<file path="config.mk">
export PLATFORM = sky130hd
export DESIGN_NAME = ysyx_22040088_ifu
export DESIGN_NICKNAME = d
export VERILOG_FILES = /design/src/rtl/ysyx_22040088_pkg.sv /design/src/rtl/ysyx_22040088_reg.sv /design/src/rtl/ysyx_22040088_ifu.sv
export SDC_FILE = /design/constraint.sdc
export NUM_CORES = 1
export LEC_CHECK = 0
export BUFFER_PORTS_ARGS = -buffer_cell sky130_fd_sc_hd__buf_2
export CAP_MARGIN = 5
export CORE_MARGIN = 2
export CORE_UTILIZATION = 44
export DETAILED_ROUTE_END_ITERATION = 10
export GPL_ROUTABILITY_DRIVEN = 0
export PLACE_DENSITY = 0.88
export SYNTH_ARGS = -nofsm -noshare
export SYNTH_HDL_FRONTEND = slang
export SYNTH_HIERARCHICAL = 1
export SYNTH_SLANG_ARGS = --single-unit
</file>
<file path="constraint.sdc">
create_clock -name clk -period 2.5 [get_ports clk]
set_clock_uncertainty 0.15 [all_clocks]
set_input_delay 0 -clock clk [delete_from_list [all_inputs] [get_ports clk]]
set_output_delay 0 -clock clk [all_outputs]
set_load 0.02 [all_outputs]
</file>
<file path="src/rtl/ysyx_22040088_pkg.sv">
// Shared types and constants for the ysyx_22040088 fetch unit.
package ysyx_22040088_pkg;

  // Fetch FSM states; StHalt is only reachable when misaligned redirects trap.
  typedef enum logic [1:0] {
    StReq  = 2'd0,
    StWait = 2'd1,
    StHold = 2'd2,
    StHalt = 2'd3
  } ifu_state_e;

  localparam int unsigned INST_BYTES = 4;

  localparam logic [63:0] DEFAULT_RESET_PC = 64'h0000_0000_8000_0000;

endpackage

</file>
<file path="src/rtl/ysyx_22040088_reg.sv">
// Generic register with synchronous active-high reset and write enable.
module ysyx_22040088_reg #(
  parameter int unsigned       Width    = 64,
  parameter logic [Width-1:0] ResetVal = '0
) (
  input  logic             clk_i,
  input  logic             rst_i,
  input  logic             wen_i,
  input  logic [Width-1:0] d_i,
  output logic [Width-1:0] q_o
);

  // Load reset value, otherwise capture d_i when enabled.
  always_ff @(posedge clk_i) begin
    if (rst_i) begin
      q_o <= ResetVal;
    end else if (wen_i) begin
      q_o <= d_i;
    end
  end

endmodule

</file>
<file path="src/rtl/ysyx_22040088_ifu.sv">
// Instruction fetch unit: owns the PC, issues single outstanding imem reads and
// presents fetched instructions to decode over valid/ready. Redirects from execute
// flush any fetch in flight.
// Optional: define YSYX_22040088_IFU_MISALIGN_CHECK_EN to trap misaligned redirects
// into a terminal halt state with fetch_fault raised.
module ysyx_22040088_ifu
  import ysyx_22040088_pkg::*;
#(
  parameter logic [63:0] RESET_PC = DEFAULT_RESET_PC
) (
  input  logic        clk,
  input  logic        rst,
  output logic        imem_req_valid,
  input  logic        imem_req_ready,
  output logic [63:0] imem_req_addr,
  input  logic        imem_rsp_valid,
  input  logic [31:0] imem_rsp_data,
  output logic        imem_rsp_ready,
  input  logic        redirect_valid,
  input  logic [63:0] redirect_pc,
  output logic        out_valid,
  input  logic        out_ready,
  output logic [63:0] out_pc,
  output logic [31:0] out_inst
`ifdef YSYX_22040088_IFU_MISALIGN_CHECK_EN
  ,
  output logic        fetch_fault
`endif
);

  ifu_state_e  state_q, state_d;
  logic        drop_q, drop_d;
  logic        pc_wen;
  logic [63:0] pc_d, pc_q;
  logic        inst_wen;
  logic [31:0] inst_q;
  logic        req_hs;
  logic [63:0] redirect_tgt;

  // Low bits are cleared on load so the PC is always word aligned.
  assign redirect_tgt = redirect_pc & ~64'h3;
  assign req_hs       = (state_q == StReq) && imem_req_ready;

`ifdef YSYX_22040088_IFU_MISALIGN_CHECK_EN
  logic fault_q, fault_d;
  logic misalign;
  assign misalign    = redirect_valid && (redirect_pc[1:0] != 2'b00);
  assign fetch_fault = fault_q;
`endif

  ysyx_22040088_reg #(
    .Width   (64),
    .ResetVal(RESET_PC)
  ) u_pc_reg (
    .clk_i(clk),
    .rst_i(rst),
    .wen_i(pc_wen),
    .d_i  (pc_d),
    .q_o  (pc_q)
  );

  ysyx_22040088_reg #(
    .Width   (32),
    .ResetVal(32'h0)
  ) u_inst_reg (
    .clk_i(clk),
    .rst_i(rst),
    .wen_i(inst_wen),
    .d_i  (imem_rsp_data),
    .q_o  (inst_q)
  );

  // State, drop flag and fault flag registers.
  always_ff @(posedge clk) begin
    if (rst) begin
      state_q <= StReq;
      drop_q  <= 1'b0;
`ifdef YSYX_22040088_IFU_MISALIGN_CHECK_EN
      fault_q <= 1'b0;
`endif
    end else begin
      state_q <= state_d;
      drop_q  <= drop_d;
`ifdef YSYX_22040088_IFU_MISALIGN_CHECK_EN
      fault_q <= fault_d;
`endif
    end
  end

  // Next-state, PC update and instruction capture; redirect always wins.
  always_comb begin
    state_d  = state_q;
    drop_d   = drop_q;
    pc_wen   = 1'b0;
    pc_d     = redirect_tgt;
    inst_wen = 1'b0;
    unique case (state_q)
      StReq: begin
        if (req_hs) state_d = StWait;
        if (redirect_valid) begin
          pc_wen = 1'b1;
          // The request just issued fetches the stale PC; discard its response.
          if (req_hs) drop_d = 1'b1;
        end
      end
      StWait: begin
        if (redirect_valid) begin
          pc_wen = 1'b1;
          drop_d = 1'b1;
        end
        if (imem_rsp_valid) begin
          drop_d = 1'b0;
          if (drop_q || redirect_valid) begin
            state_d = StReq;
          end else begin
            inst_wen = 1'b1;
            state_d  = StHold;
          end
        end
      end
      StHold: begin
        if (redirect_valid) begin
          pc_wen  = 1'b1;
          state_d = StReq;
        end else if (out_ready) begin
          pc_wen  = 1'b1;
          pc_d    = pc_q + 64'(INST_BYTES);
          state_d = StReq;
        end
      end
      StHalt: begin
      end
      default: state_d = StReq;
    endcase
`ifdef YSYX_22040088_IFU_MISALIGN_CHECK_EN
    fault_d = fault_q;
    if (misalign && (state_q != StHalt)) begin
      state_d  = StHalt;
      fault_d  = 1'b1;
      pc_wen   = 1'b0;
      inst_wen = 1'b0;
      drop_d   = 1'b0;
    end
`endif
  end

  // All outputs come from registers only.
  assign imem_req_valid = (state_q == StReq);
  assign imem_req_addr  = pc_q;
  assign imem_rsp_ready = (state_q == StWait);
  assign out_valid      = (state_q == StHold);
  assign out_pc         = pc_q;
  assign out_inst       = inst_q;

endmodule

</file>
After elaboration in Yosys (flattened, before gate mapping)
Cells that the tools add are included.
Storage, ports and cells
  register bits after elaboration: 99
  input bits: 102
  output and inout bits: 163
  word-level logic and storage cells: 41
Operators by class
  add/subtract/negate cells: 1
  eq/ne operators: 7
  mux-type cells: 21
  reductions and logical operators: 8
Operator list (number)
  64-bit two-way mux: 3
  64-bit by 3-bit adder with 64-bit output (second input constant): 1
  1-bit two-way mux: 10
  2-bit two-way mux: 5
  4-bit AND reduction: 2
  3-bit by 2-bit inequality test with 1-bit output (second input constant): 2
  2-bit one-hot mux with 3 select lines: 1
  2-bit by 1-bit inequality test with 1-bit output (second input constant): 2
  1-bit one-hot mux with 2 select lines: 2
  3-bit nonzero test: 1
  2-bit by 1-bit == test with 1-bit output (second input constant): 1
  2-bit == test (second input constant): 1
  2-bit zero test: 1
  2-bit inequality test (second input constant): 1
  2-bit nonzero test: 1
  2-bit OR reduction: 1
  1-bit logical AND: 1
  1-bit logical OR: 1

Longest topological paths before layout
Gate-level depths: netlist of the first run.
  word-level depth: 5
  gate-level depth with buffers: 11
  mapped depth without buffers: 9

Cells and area by module
Netlist of the first run, hierarchy kept.
By module, submodules not included
  ysyx_22040088_ifu: instances 1, cells each 476, area each 2932.8 um^2, seq. area each 60.1 um^2
  ysyx_22040088_reg at u_pc_reg: instances 1, cells each 206, area each 2294.7 um^2, seq. area each 1281.2 um^2
  ysyx_22040088_reg at u_inst_reg: instances 1, cells each 103, area each 1163.6 um^2, seq. area each 640.6 um^2

Least setup slack after synthesis of the first run
Ideal clock, no wire load.
  kind: register -> register
  from: register u_pc_reg.q_o[2]
  to: register u_pc_reg.q_o[48]
  library setup time: 128 ps
  arrival time: 2516 ps
  required time: 2222 ps
  path slack: -294 ps
  stages on the path, launching flop included: 10
  buffers on the path: 1
  cells stage by stage: dfxtp_1 > ha_1 > nand4_1 > or4_1 > clkbuf_1 > nor4_2 > nor2_1 > a211o_1 > mux2i_1 > nor2_1
Between the ends
  longest elaborated chain between the ends: 4
Ends and longest elaborated chain
  start, declared: RTL line ysyx_22040088_reg.sv:10  | output logic [Width-1:0] q_o
  start signal, assigned: RTL line ysyx_22040088_reg.sv:16  | q_o <= ResetVal;
  start signal, assigned: RTL line ysyx_22040088_reg.sv:18  | q_o <= d_i;
  64-bit by 3-bit adder with 64-bit output: RTL line ysyx_22040088_ifu.sv:127  | pc_d = pc_q + 64'(INST_BYTES);
  64-bit two-way mux: RTL line ysyx_22040088_ifu.sv:125  | end else if (out_ready) begin
  64-bit two-way mux: RTL line ysyx_22040088_ifu.sv:122  | if (redirect_valid) begin
  64-bit two-way mux: RTL line ysyx_22040088_ifu.sv:97  | unique case (state_q)
  net pc_d[48]: RTL line ysyx_22040088_ifu.sv:34  | logic [63:0] pc_d, pc_q;
The timed path passes the listed nets, and every way through them passes these cells.
A chain may end at the register's enable or synchronous reset.

Worst setup path in the final report of the first run
  from: register u_pc_reg.q_o[37]
  to: register u_pc_reg.q_o[60]
The elaborated chain is that of the path after synthesis.

==> reports/qor.yml, run 1 <==
antenna_found_initial: 1
fp-row-count: 44
clk_pin_slew_worst_paths_ns: 0.07
clock.fmax_mhz: 405
place.detailed.instances: 1208
vias_per_cell: 5.38
leakagePower_nw: 4.48
post-synth-top-count-cell: "sky130_fd_sc_hd__nor2_1"
final_layout_size_suffix_gt1_share_pct: 38.6
drcViolationCount: 0
critical-path-slowest-cell: "sky130_fd_sc_hd__or4b_4"
hold_depth: 5
finalSetupTns_ns: 0
outcome: "finished clean"
postSynthAreaPerCell_um2: 8.14
clk-insertion-delay-late_ns: 0.34
synth-async-reset-ratio_pct: 0
maxSlewHeadroom_pct: 51.5
power.density_cell_area_mw_per_mm2: 505
postSynthNetCount: 892
tritoncts.num_buffers: 9
critPathKind: "flop to flop"
worst_ir_drop_vdd_v: 0.000351
grt_pass1_wl_um: 34300
worstPathCellList: "nand4_4, or2_4, or4b_4, or4_1, a31oi_1, mux2i_1, nor2_1"
die_width_um: 125
drt_wl_total_um: 22200
coreArea_mm2: 0.0144
placed_area_mm2: 0.00799
grt.overflow.total: 0
ys.warnings.count: 6
worst-path-max-fanout: 7
grt_max_degree: 56
flow.area_growth_from_synthesis_pct: 47.8
ff_to_ff_end: "u_pc_reg/q_o[60]$_SDFFE_PP0P_"
grt_setup_unrepaired: "true"
h_tree_depth: 3
post_detailed_placement_half_perimeter_wirelength_um: 14200
distinct_cell_type_count_after_synthesis: 54
gr-usage-all-layers_pct: 26.8
pin_count: 265
hold_path.class: "primary input to flop"
ys_ff_latch: 99
synthTopCellsByArea: "sky130_fd_sc_hd__dfxtp_1 (31%), sky130_fd_sc_hd__mux2i_1 (16%), sky130_fd_sc_hd__buf_4 (7.5%), sky130_fd_sc_hd__nor2_1 (7.2%), sky130_fd_sc_hd__nand2_1 (5.0%)"
placement.setup.worst_slack_ns: -0.0127
time_the_final_worst_path_needs_with_i_o_delays_and_setup_ns: 2.47
initial_utilization_pct: 44.5
design.final.nets: 1249
crit_cells: 7
synth.top_cells.by_count: "sky130_fd_sc_hd__nor2_1 (123), sky130_fd_sc_hd__mux2i_1 (103), sky130_fd_sc_hd__dfxtp_1 (99)"
synthFlopType: "sky130_fd_sc_hd__dfxtp_1"
timing.hold.worst_endpoint: "u_pc_reg/q_o[34]$_SDFFE_PP0P_"
initialDrtViolationCount: 726
finalCritPeriodShare_pct: 98.8
max_cap_viol: 0
family_with_the_most_delay_on_the_worst_path: "simple AND/OR/NAND/NOR gates"
max_slew.worst_pin.slew_ns: 0.725
worstReg2RegStart: "u_pc_reg/q_o[37]$_SDFFE_PP0P_"
drt-pass1-iter-count: 5
worst_slack_ns: 0.0291
netlist.area_leader.share_pct: 31.0
die_area_mm2: 0.0155
synth.yosys.seq_area_share_pct: 31.0
die_y_um: 125
syn-cell-area_mm2: 0.00639
r2r_setup_slack_ns: 0.03
critPathLaunchType: "flop"
worstSetupEndpointType: "flop"
hp-start: "redirect_pc[34]"
root_buffer: "sky130_fd_sc_hd__clkbuf_16"
finish.cell_count_without_fillers: 1332
synth_enable_flop_cells: 0
via_count_of_the_first_global_routing_pass: 6972
synth.largest_area_cell: "sky130_fd_sc_hd__dfxtp_1"
final-max-slew-violation-count: 0
report.final.setup_viol: 0
stdcell_area_mm2: 0.00945
worst_r2r_path_cells: 7
io_buffer_count: 262
finalHoldViolations: 0
crit_required_ns: 2.61
clock_path_buffers: 2
drt-wirelength-per-cell_um: 16.7
tritoncts_num_sinks: 99
synthCells: 785
drtAntennaViolNets: 0
critical_path.n_buffers_inverters: 0
detailroute.via_count: 7167
nFillCells: 1067
totalPowerFinal_w: 0.00477
clock_tree_from_tritoncts: "yes"
critPathMaxStageDelay_ns: 0.58
crit_arrival_ns: 2.58
## tightest hold or removal path: cells and delay by family
family | cells | cell delay [ns]
buf+inv | 1 | 0.10
simple gates | 2 | 0.14
mux | 1 | 0.09
compound gates | 1 | 0.16
## placed cells by master, fill, tap and decap left out, drive strengths merged, types with 9 or more instances in the layout
master       count
and4             9
nand2           85
or4             11
mux2i          103
xor2            27
xnor2           11
buf            357
nor2           123
nand3           28
nor3            11
dfxtp           99
inv              9
nor4             9
and2            14
dlygate4sd3     97
o21ai           43
clkbuf           9
a31oi           10
nand4           29
## area by class of cell
type / count / area [um2] / area share [%]
multi-input combinational: 570 / 3710 / 39.3
clock buffer: 9 / 225 / 2.38
timing repair buffer: 454 / 3100 / 32.8
sequential: 99 / 2050 / 21.7
antenna: 1 / 2.50 / 0.0265
clock inverter: 7 / 91.3 / 0.967
inverter: 8 / 30.0 / 0.318
tap: 184 / 230 / 2.44
## worst max path at each step
stage	startpoint	to	slack [ns]
after floorplan	u_pc_reg/q_o[22]$_SDFFE_PP0P_	u_pc_reg/q_o[57]$_SDFFE_PP0P_	-0.03
after global placement	u_pc_reg/q_o[2]$_SDFFE_PP0P_	u_pc_reg/q_o[52]$_SDFFE_PP0P_	0.04
after detailed placement	u_pc_reg/q_o[2]$_SDFFE_PP0P_	u_pc_reg/q_o[52]$_SDFFE_PP0P_	-0.01
after CTS	u_pc_reg/q_o[2]$_SDFFE_PP0P_	u_pc_reg/q_o[48]$_SDFFE_PP0P_	0.02
after global routing	u_pc_reg/q_o[31]$_SDFFE_PP1P_	u_pc_reg/q_o[59]$_SDFFE_PP0P_	-0.04
final	u_pc_reg/q_o[37]$_SDFFE_PP0P_	u_pc_reg/q_o[60]$_SDFFE_PP0P_	0.03
## per-layer routing
layer / GRT usage [%] / up-vias / wire length [um]
li1: - / 3387 / -
met1: 30.4 / 3273 / 8690
met2: 47.0 / 425 / 10700
met3: 6.74 / 82 / 1930
met4: 12.6 / 0 / 899
met5: 0 / - / 0
## power breakdown
group          internal (W)  switching [W]
combinational      0.000644       0.000807
clock              0.000876       0.000630
sequential          0.00170       0.000111
total               0.00322        0.00155
## logic make-up (layout without fill, tap and decap cells)
| family | Yosys count | count (layout) | synth area share [%] |
|---|---|---|---|
| xor gates and xnor gates | 38 | 38 | 5.21 |
| DFF | 99 | 99 | 31.0 |
| muxes | 105 | 105 | 16.5 |
| adders and majority gates | 5 | 5 | 0.979 |
| and+or+nand+nor | 349 | 349 | 26.8 |
| other | 0 | 1 | 0 |
| AOI/OAI and AO/OA | 73 | 73 | 6.64 |
| buffers and inverters | 116 | 478 | 12.8 |
## registers in the layout (all words and copies together), names as in the netlist
| signal | count |
|---|---|
| u_pc_reg/q_o | 64 |
| drop_q | 1 |
| state_q | 2 |
| u_inst_reg/q_o | 32 |
## what timing repair did
item / 4_1_cts / 5_1_grt
hold endpoints to repair: 95 / 0
pin swaps: 0 / 20
buffers inserted: 0 / 10
gates resized for setup: 3 / 22
hold buffers: 97 / 0
endpoints found under the setup margin: 3 / 22
## per-stage QoR
stage	util (%)	hold WS, ns
3_3_place_gp	55.6	0.0797
5_1_grt	65.7	0.0447
4_1_cts	64.6	0.00683
3_5_place_dp	55.6	0.0957
6_report	65.7	0.0298
2_1_floorplan	-	-0.0779
Note: power is estimated with default switching activity, not from simulation.
==> run 2, diff against run 1 <==
--- a/config.mk
+++ b/config.mk
@@ -9,9 +9,11 @@
 export CAP_MARGIN = 5
 export CORE_MARGIN = 2
 export CORE_UTILIZATION = 44
+export CTS_CLUSTER_DIAMETER = 60
 export DETAILED_ROUTE_END_ITERATION = 10
 export GPL_ROUTABILITY_DRIVEN = 0
 export PLACE_DENSITY = 0.88
+export RECOVER_POWER = 50
 export SYNTH_ARGS = -nofsm -noshare
 export SYNTH_HDL_FRONTEND = slang
 export SYNTH_HIERARCHICAL = 1
==> run 2 against run 1 <==
Effect of this change:
- via count increased by 0.74%
- critical path depth unchanged
- fmax about the same
- setup slack got worse by 0.0018 ns
- sequential share of layout area about the same
- global-route usage unchanged
- final area decreased by 0.12%
- sequential cell count unchanged
- hold slack improved by 0.0015 ns
- cell count unchanged
==> reports/qor.yml, run 2 (same netlist as run 1, synthesis figures left out) <==
outcome: "finished clean"  # unchanged
max_cap_viol: 0  # unchanged
largest_registers: "u_pc_reg/q_o: 64 flops, u_inst_reg/q_o: 32 flops, state_q: 2 flops"  # unchanged
gr-usage-all-layers_pct: 26.8  # unchanged
leakagePower_nw: 4.44  # was 4.48 nW
routed-wl-met3_um: 2050  # was 1930 um
maxSlewHeadroom_pct: 51.5  # about the same
crit_required_ns: 2.61  # about the same
time_the_final_worst_path_needs_with_i_o_delays_and_setup_ns: 2.47  # about the same
grt_setup_unrepaired: "true"  # unchanged
pwr-share-comb_pct: 30.4  # about the same
report.final.setup_viol: 0  # unchanged
tritoncts.num_buffers: 9  # unchanged
max_slew.worst_pin.slew_ns: 0.727  # was 0.725 ns
vias_per_cell: 5.42  # was 5.38
drt_met1_wl_um: 8600  # was 8690 um
critical-path-slowest-cell: "sky130_fd_sc_hd__or4b_4"  # unchanged
layout.cells.most_common: "sky130_fd_sc_hd__buf_2"  # unchanged
critical_path.n_buffers_inverters: 0  # unchanged
pwr-share-seq_pct: 38.0  # about the same
drcViolationCount: 0  # unchanged
die_area_mm2: 0.0155  # unchanged
worstPathCellList: "nand4_4, or2_4, or4b_4, or4_1, a31oi_1, mux2i_1, nor2_1"  # unchanged
p_int_w: 0.00322  # about the same
worstSetupEndpointType: "flop"  # unchanged
fp-row-count: 44  # unchanged
tritoncts_num_sinks: 99  # unchanged
drt-pass1-iter-count: 5  # unchanged
antenna_found_initial: 1  # unchanged
clock_path_buffers: 2  # unchanged
clk_pin_slew_worst_paths_ns: 0.07  # about the same
flow.area_growth_from_synthesis_pct: 47.6  # was 47.8%
io_buffer_count: 262  # unchanged
critPathLaunchType: "flop"  # unchanged
detailroute.via_count: 7220  # was 7,167
hold_path.class: "primary input to flop"  # unchanged
worst_ir_drop_vdd_v: 0.000351  # about the same
hold_depth: 5  # unchanged
drtAntennaViolNets: 0  # unchanged
nFillCells: 1072  # was 1,067
totalPowerFinal_w: 0.00477  # about the same
drt-wirelength-per-cell_um: 16.7  # about the same
finalCritPeriodShare_pct: 98.9  # was 98.8%
final-max-slew-violation-count: 0  # unchanged
critPathKind: "flop to flop"  # unchanged
die_y_um: 125  # unchanged
grt.overflow.total: 0  # unchanged
switchingPower_w: 0.00155  # about the same
family_with_the_most_delay_on_the_worst_path: "simple AND/OR/NAND/NOR gates"  # unchanged
root_buffer: "sky130_fd_sc_hd__clkbuf_16"  # unchanged
routed.top_layer: "met4"  # unchanged
finalHoldViolations: 0  # unchanged
final_layout_size_suffix_gt1_share_pct: 37.8  # was 38.6%
coreArea_mm2: 0.0144  # unchanged
initialDrtViolationCount: 732  # was 726
post_detailed_placement_half_perimeter_wirelength_um: 14200  # unchanged
pin_count: 265  # unchanged
largest_register_ff_count: 64  # unchanged
power.density_cell_area_mw_per_mm2: 505  # about the same
grt_max_degree: 56  # unchanged
finish.cell_count_without_fillers: 1332  # unchanged
clock.fmax_mhz: 404  # was 405 MHz
via_count_of_the_first_global_routing_pass: 6972  # unchanged
crit_cells: 7  # unchanged
clk-insertion-delay-late_ns: 0.34  # about the same
h_tree_depth: 3  # unchanged
clock_tree_from_tritoncts: "yes"  # unchanged
wl_met2_um: 10700  # about the same
largest-register: "u_pc_reg/q_o"  # unchanged
place.detailed.instances: 1208  # unchanged
worst_r2r_path_cells: 7  # unchanged
critPathMaxStageDelay_ns: 0.58  # about the same
worst-path-max-fanout: 7  # unchanged
power.share.clock_pct: 31.6  # about the same
die_width_um: 125  # unchanged
mostFrequentLayoutCells: "sky130_fd_sc_hd__buf_2 (252), sky130_fd_sc_hd__nor2_1 (122), sky130_fd_sc_hd__mux2i_1 (103), sky130_fd_sc_hd__dlygate4sd3_1 (97), sky130_fd_sc_hd__buf_4 (85)"  # was sky130_fd_sc_hd__buf_2 (261), sky130_fd_sc_hd__nor2_1 (122), sky130_fd_sc_hd__mux2i_1 (103), sky130_fd_sc_hd__dlygate4sd3_1 (97), sky130_fd_sc_hd__buf_4 (85)
grt_pass1_wl_um: 34300  # unchanged
initial_utilization_pct: 44.5  # unchanged
power.share.switching_pct: 32.5  # about the same
design.final.nets: 1249  # unchanged
crit_arrival_ns: 2.58  # about the same
drt_wl_total_um: 22200  # about the same
==> run 2: cell count changes in the layout (fill, tap and decap cells not counted), sizes merged <==
cell    change
clkbuf      +9
buf         -9
==> run 2: final cells by class <==
cell class | instances | area [um2] | area share [%]
Antenna cell | 1 | 2.50 | 0.0265
Inverter | 8 | 30.0 | 0.318
Multi-Input combinational cell | 570 | 3710 | 39.4
Clock buffer | 9 | 225 | 2.39
Clock inverter | 7 | 91.3 | 0.968
Timing Repair Buffer | 454 | 3090 | 32.7
Sequential cell | 99 | 2050 | 21.8
Tap cell | 184 | 230 | 2.44
==> run 2: power groups by stage <==
stage / logic (W) / registers [W] / clock network (W)
4_1_cts: 0.00141 / 0.00181 / 0.00154
3_5_place_dp: 0.00128 / 0.00184 / 0
5_1_grt: 0.00154 / 0.00183 / 0.00159
3_3_place_gp: 0.00126 / 0.00183 / 0
6_report: 0.00145 / 0.00181 / 0.00151
2_1_floorplan: 0.000729 / 0.00202 / 0
==> run 2: path summary, 6_finish.rpt <==
path                                  startpoint                        endpoint  slack, ns
hold reg to reg   u_inst_reg/q_o[6]$_SDFFE_PP0P_  u_inst_reg/q_o[6]$_SDFFE_PP0P_       0.35
hold / removal                   redirect_pc[34]   u_pc_reg/q_o[34]$_SDFFE_PP0P_       0.03
setup reg to reg   u_pc_reg/q_o[37]$_SDFFE_PP0P_   u_pc_reg/q_o[60]$_SDFFE_PP0P_       0.03
setup / recovery   u_pc_reg/q_o[37]$_SDFFE_PP0P_   u_pc_reg/q_o[60]$_SDFFE_PP0P_       0.03
==> run 2: repair_timing <==
| action | CTS | global route |
|---|---|---|
| endpoints found under the setup margin | 3 | 22 |
| pin swaps | 0 | 20 |
| gates resized for setup | 3 | 22 |
| setup buffers | 0 | 10 |
| hold endpoints to repair | 95 | 0 |
| hold buffers | 97 | 0 |
==> run 2: routing by layer <==
metal	GRT usage [%]	vias to the layer above
li1	-	3383
met1	30.4	3300
met2	47.0	451
met3	6.74	86
met4	12.6	0
met5	0	-
==> run 2: stage by stage <==
stage	setup TNS, ns	hold WS [ns]	utilization, %	setup WS [ns]	cell area (um2)
3_3_place_gp	0	0.0797	55.6	0.0401	7990
3_5_place_dp	-0.0127	0.0957	55.6	-0.0127	7990
5_1_grt	-0.135	0.0447	65.7	-0.0389	9440
2_1_floorplan	-0.0308	-0.0779	-	-0.0308	6480
6_report	0	0.0312	65.7	0.0273	9440
4_1_cts	0	0.00683	64.6	0.0163	9290
==> run 2: worst min-delay path: cells and delay by family <==
kind            cells  cell delay, ns
simple gates        2            0.14
compound gates      1            0.16
buf+inv             1            0.10
mux                 1            0.09
